<file path="src/rtl/alu_pkg.sv">
// Shared types for the carry-lookahead ALU back-end: 4-bit group width and group propagate/generate pair.
package alu_pkg;

   localparam int GRP_W = 4;

   typedef logic [GRP_W-1:0] grp_t;

   typedef struct packed {
      logic P;
      logic G;
   } grp_pg_t;

   // Group propagate/generate, shared by the stage-1 precompute and the stage-2 group cells.
   function automatic grp_pg_t grp_pg(input grp_t p, input grp_t g);
      grp_pg_t r;
      r.P = &p;
      r.G = g[3] | (p[3] & g[2]) | (p[3] & p[2] & g[1]) | (p[3] & p[2] & p[1] & g[0]);
      return r;
   endfunction

endpackage

</file>
<file path="src/rtl/alu_cla_group.sv">
// 4-bit lookahead cell: carries into each of its four bits plus the group propagate/generate pair.
module alu_cla_group
   import alu_pkg::*;
(
   input  grp_t    p,
   input  grp_t    g,
   input  logic    cin,
   output grp_t    c,
   output grp_pg_t pg
);

   always_comb begin
      c[0] = cin;
      c[1] = g[0] | (p[0] & cin);
      c[2] = g[1] | (p[1] & g[0]) | (p[1] & p[0] & cin);
      c[3] = g[2] | (p[2] & g[1]) | (p[2] & p[1] & g[0]) | (p[2] & p[1] & p[0] & cin);
   end

   assign pg = grp_pg(p, g);

endmodule

</file>
<file path="src/rtl/alu_cla_pipe.sv">
// Two-stage carry-lookahead ALU back-end with valid/ready flow control on both sides.
// Define ALU_STATUS_FLAGS_EN to add registered zero/ovf outputs.
module alu_cla_pipe
   import alu_pkg::*;
#(
   parameter int WIDTH = 16
) (
   input  logic             clk,
   input  logic             rst_n,
   input  logic             in_valid,
   output logic             in_ready,
   input  logic [WIDTH-1:0] p,
   input  logic [WIDTH-1:0] g,
   input  logic             cin,
   input  logic             m,
   output logic             out_valid,
   input  logic             out_ready,
   output logic [WIDTH-1:0] f,
   output logic             cout,
   output logic             gp,
   output logic             gg
`ifdef ALU_STATUS_FLAGS_EN
   ,
   output logic             zero,
   output logic             ovf
`endif
);

   localparam int NGRP = WIDTH / GRP_W;

   if (WIDTH % GRP_W != 0) begin : g_width_chk
      $error("alu_cla_pipe: WIDTH (%0d) must be a multiple of %0d", WIDTH, GRP_W);
   end

   logic                  adv_p2;
   logic                  in_fire;
   grp_pg_t [NGRP-1:0]    pg_in;

   logic                  vld_p1;
   logic [WIDTH-1:0]      p_p1;
   logic [WIDTH-1:0]      g_p1;
   logic                  cin_p1;
   logic                  m_p1;
   grp_pg_t [NGRP-1:0]    pg_p1;

   logic [NGRP:0]         grp_c;
   logic [WIDTH-1:0]      bit_c;
   grp_pg_t [NGRP-1:0]    pg_s2;
   logic [WIDTH-1:0]      f_d;
   logic                  cout_d;
   logic                  gp_d;
   logic                  gg_d;

   assign adv_p2   = ~out_valid | out_ready;
   assign in_ready = ~vld_p1 | adv_p2;
   assign in_fire  = in_valid & in_ready;

   always_comb begin
      for (int k = 0; k < NGRP; k++) begin
         pg_in[k] = grp_pg(p[k*GRP_W +: GRP_W], g[k*GRP_W +: GRP_W]);
      end
   end

   // ---- stage 1 boundary: register operands and per-group P/G ----
   always_ff @(posedge clk or negedge rst_n) begin
      if (!rst_n) begin
         vld_p1 <= 1'b0;
      end else if (in_ready) begin
         vld_p1 <= in_valid;
      end
   end

   always_ff @(posedge clk) begin
      if (in_fire) begin
         p_p1   <= p;
         g_p1   <= g;
         cin_p1 <= cin;
         m_p1   <= m;
         pg_p1  <= pg_in;
      end
   end

   // Second-level lookahead: group carries come only from the registered P/G pairs and cin.
   always_comb begin
      grp_c[0] = cin_p1;
      for (int k = 0; k < NGRP; k++) begin
         grp_c[k+1] = pg_p1[k].G | (pg_p1[k].P & grp_c[k]);
      end
   end

   for (genvar k = 0; k < NGRP; k++) begin : g_grp
      alu_cla_group u_grp (
         .p   (p_p1[k*GRP_W +: GRP_W]),
         .g   (g_p1[k*GRP_W +: GRP_W]),
         .cin (grp_c[k]),
         .c   (bit_c[k*GRP_W +: GRP_W]),
         .pg  (pg_s2[k])
      );
   end

   // Word-level P/G ignores cin and m so it can feed an external lookahead level.
   always_comb begin
      gp_d = 1'b1;
      gg_d = 1'b0;
      for (int k = 0; k < NGRP; k++) begin
         gp_d = gp_d & pg_s2[k].P;
         gg_d = pg_s2[k].G | (pg_s2[k].P & gg_d);
      end
   end

   assign f_d    = (p_p1 & ~g_p1) ^ (bit_c & {WIDTH{~m_p1}});
   assign cout_d = grp_c[NGRP] & ~m_p1;

   // ---- stage 2 boundary: registered result bus ----
   always_ff @(posedge clk or negedge rst_n) begin
      if (!rst_n) begin
         out_valid <= 1'b0;
         f         <= '0;
         cout      <= 1'b0;
         gp        <= 1'b0;
         gg        <= 1'b0;
      end else if (adv_p2) begin
         out_valid <= vld_p1;
         if (vld_p1) begin
            f    <= f_d;
            cout <= cout_d;
            gp   <= gp_d;
            gg   <= gg_d;
         end
      end
   end

`ifdef ALU_STATUS_FLAGS_EN
   always_ff @(posedge clk or negedge rst_n) begin
      if (!rst_n) begin
         zero <= 1'b0;
         ovf  <= 1'b0;
      end else if (adv_p2 && vld_p1) begin
         zero <= ~|f_d;
         ovf  <= ~m_p1 & (grp_c[NGRP] ^ bit_c[WIDTH-1]);
      end
   end
`endif

endmodule

</file>
<file path="config.mk">
export PLATFORM = sky130hd
export DESIGN_NAME = alu_cla_pipe
export DESIGN_NICKNAME = d
export VERILOG_FILES = /design/src/rtl/alu_pkg.sv /design/src/rtl/alu_cla_group.sv /design/src/rtl/alu_cla_pipe.sv
export SDC_FILE = /design/constraint.sdc
export NUM_CORES = 1
export LEC_CHECK = 0
export CORE_MARGIN = 5
export CORE_UTILIZATION = 51
export CTS_CLUSTER_SIZE = 30
export DETAILED_ROUTE_END_ITERATION = 10
export GPL_TIMING_DRIVEN = 1
export PLACE_DENSITY = 0.8
export SYNTH_ARGS = -nofsm -noshare
export SYNTH_HDL_FRONTEND = slang
export SYNTH_SLANG_ARGS = --single-unit
</file>
<file path="constraint.sdc">
create_clock -name clk -period 2.7 [get_ports clk]
set_input_delay 0.54 -clock clk [delete_from_list [all_inputs] [get_ports clk]]
set_output_delay 0.54 -clock clk [all_outputs]
set_load 0.05 [all_outputs]
</file>
==> results by group <==
Status
  – Status: finished clean

Floorplan
  – CORE AREA: 5510 µm²
  – Height of the die: 85.1 µm
  – Top Ports: 59
  – FP Rows: 27
  – Starting density of the core: 52.2%
  – Die Footprint: 7230 µm²
  – Die width: 85.1 µm

STA
  – Final hold vios: 0
  – Final setup margin: 632 ps
  – Skew final: 8.68 ps
  – Slew @ Worst Pin: 509 ps
  – Min cycle time layout: 2070 ps
  – Setup-failing EPs final: 0
  – RSZ-0062 raised after global routing: false
  – Fmax: 0.484 GHz
  – Final slew viol count: 0
  – Tcrit/Tclk final: 76.6%
  – Hold WS: 484 ps
  – Setup tns final: 0 ps
  – Relative slew margins: 66.0%

Critical path
  – Crit path max fanout: 2
  – Startpoint class of the critical path: register
  – Crit end category: primary output
  – Critical Setup Path Class: reg -> out
  – CP max stage delay: 820 ps
  – Crit path max-delay cell type: clkdlybuf4s50_1
  – WP data required: 2160 ps
  – Data arrival, critical path: 1530 ps
  – Crit path buf inv count: 1
  – Critical path, cell by cell: clkdlybuf4s50_1
  – Family with the most delay on the worst path: buffers and inverters

Logic synthesis
  – Syn nets: 280
  – Top post-synthesis cells by area: edfxtp_1 44%, dfrtp_1 18%, a21oi_1 3.8%, o21ai_0 3.7%, xnor2_1 3.7%
  – Post-Syn Area: 2870 µm²
  – Number of synthesized flops with an enable pin: 42
  – Fraction of registers with async set/reset: 33.3%
  – Sequential area share after synthesis: 62.2%
  – Syn Area/Cell: 11.9 µm²
  – Prevailing post-synth register cell: edfxtp_1
  – Share of the synthesized area in the top cell type: 43.9%
  – Post-Synthesis Cells: 242
  – Yosys reg bits: 63
  – Cell taking the most area after synthesis: edfxtp_1
  – Ys Warns: 0
  – Yosys cell types: 44

Drt
  – Vias/cell: 5.36
  – First drt pass iteration count: 4
  – DRT iter0 DRCs: 184
  – Vias: 2,057
  – Drt total wl: 5920 µm
  – Routed WL per cell: 15.4 µm
  – Post-route ant nets: 0
  – DRC: 0

CTS
  – Post-CTS Hold Buffers: 0
  – Register clock-pin slew on the reported worst setup and hold paths: 60 ps
  – Worst skew pair latency: 340 ps
  – Htree depth: 3
  – CTS tree: yes
  – # resized after CTS: 0
  – Clock root buffer: clkbuf_8
  – Number of CTS-inserted buffers: 9
  – CTS Sinks: 63
  – Clock tree buffer depth: 2
  – Post-CTS Setup Bufs: 0

Placed design
  – GP Congestion: 0.858
  – Post-place setup slack: 540 ps
  – DP Cell Count: 369
  – Dpl hpwl: 4470 µm
  – Placed inst area: 3530 µm²
  – # port buffers: 58

Final layout
  – Most frequent cells in the layout: 57 x clkdlybuf4s50_1, 42 x edfxtp_1, 22 x a21oi_1, 22 x nand2_1
  – Post-route cell area: 3700 µm²
  – Commonest non-fill, non-tap cell in the layout: clkdlybuf4s50_1
  – Layout Cells excl Fill: 384
  – N_diodes: 0
  – NumNets Final: 346
  – Area Overhead vs Synth: 29.0%
  – Final Core Density: 67.3%
  – Share of layout cells above drive strength 1: 8.01%

Job
  – Max-cap viol count: 0

Global route
  – Initial antenna violation count: 0
  – First-pass GRT wire length: 9740 µm
  – Remaining Overflow, GRT: 0
  – Pin count of the biggest net entering global routing: 43
  – Vias in the first global route: 2,008
  – GR Util All Layers: 17.4%

Power and ir drop
  – Worst VDD drop: 0.000387 V
  – PD cells: 689 nW/µm²
  – Lkg Pwr: 1.36 nW
  – Total power draw: 2.55 mW

Min path
  – Worst hold-check path type: reg -> reg
## power breakdown
part	total (mW)	switching, mW	internal, mW
combinational	0.593	0.360	0.233
clock	0.743	0.334	0.409
sequential	1.22	0.0775	1.14
total	2.55	0.771	1.78
## state kept, by name, summed over array words and instances, names as in the netlist
signal / cells
cin_p1: 1
cout: 1
f: 16
g_p1: 16
gg: 1
gp: 1
m_p1: 1
out_valid: 1
p_p1: 16
pg_p1: 8
vld_p1: 1
## cells in the mapped netlist, types with 3 or more instances
library cell	n
nand2b_1	14
nor2b_1	14
dfrtp_1	21
a21o_1	4
nor3_1	3
a31oi_1	3
a21oi_1	22
nand2_1	22
edfxtp_1	42
xnor2_1	12
and4_1	4
nand3_1	8
nor2_1	8
o21ai_0	21
nand4_1	5
## worst register-to-register path: stages (launching register included)
cell,delay [ps]
edfxtp_1,640
clkinv_1,420
o21ai_0,180
nor2_1,70
xnor2_1,220
o21ai_0,140
## final timing paths
| path | from | to | cells after the start | slack [ps] |
|---|---|---|---|---|
| min in group asynchronous | rst_n | f[11] | 2 | 550 |
| max in group asynchronous | rst_n | cout | 2 | 1950 |
| worst min-delay path | gp | gp | 2 | 480 |
| worst max-delay path | f[6] | f[6] | 1 | 630 |
| worst max register to register | m_p1 | f[11] | 5 | 880 |
| worst min register to register | gp | gp | 2 | 480 |
## cell families (layout without fill, tap and decap cells)
| group | after synthesis | in the layout | share of synthesized area (%) |
|---|---|---|---|
| mux | 2 | 2 | 0.740 |
| flops | 63 | 63 | 62.2 |
| simple gates | 86 | 86 | 16.1 |
| compound gates | 69 | 69 | 15.0 |
| xor+xnor | 12 | 12 | 3.66 |
| buf+inv | 10 | 80 | 2.35 |
## area by class of cell
cell class                 count  area, µm²
inverter                       3       11.3
clock buffer                   9        124
tap                           72       90.1
multi-input combinational    169       1020
clock inverter                 6       52.6
fill                         419       1800
sequential                    63       1790
timing repair buffer          62        621
## per-layer routing
layer / up-vias / wire length, µm / GRT usage (%)
met3: 8 / 438 / 5.53
met2: 77 / 2790 / 27.0
met5: - / 0 / 0
met1: 942 / 2590 / 22.9
li1: 1030 / - / -
met4: 0 / 102 / 6.76
No activity file was read; power rests on OpenSTA's default activity.
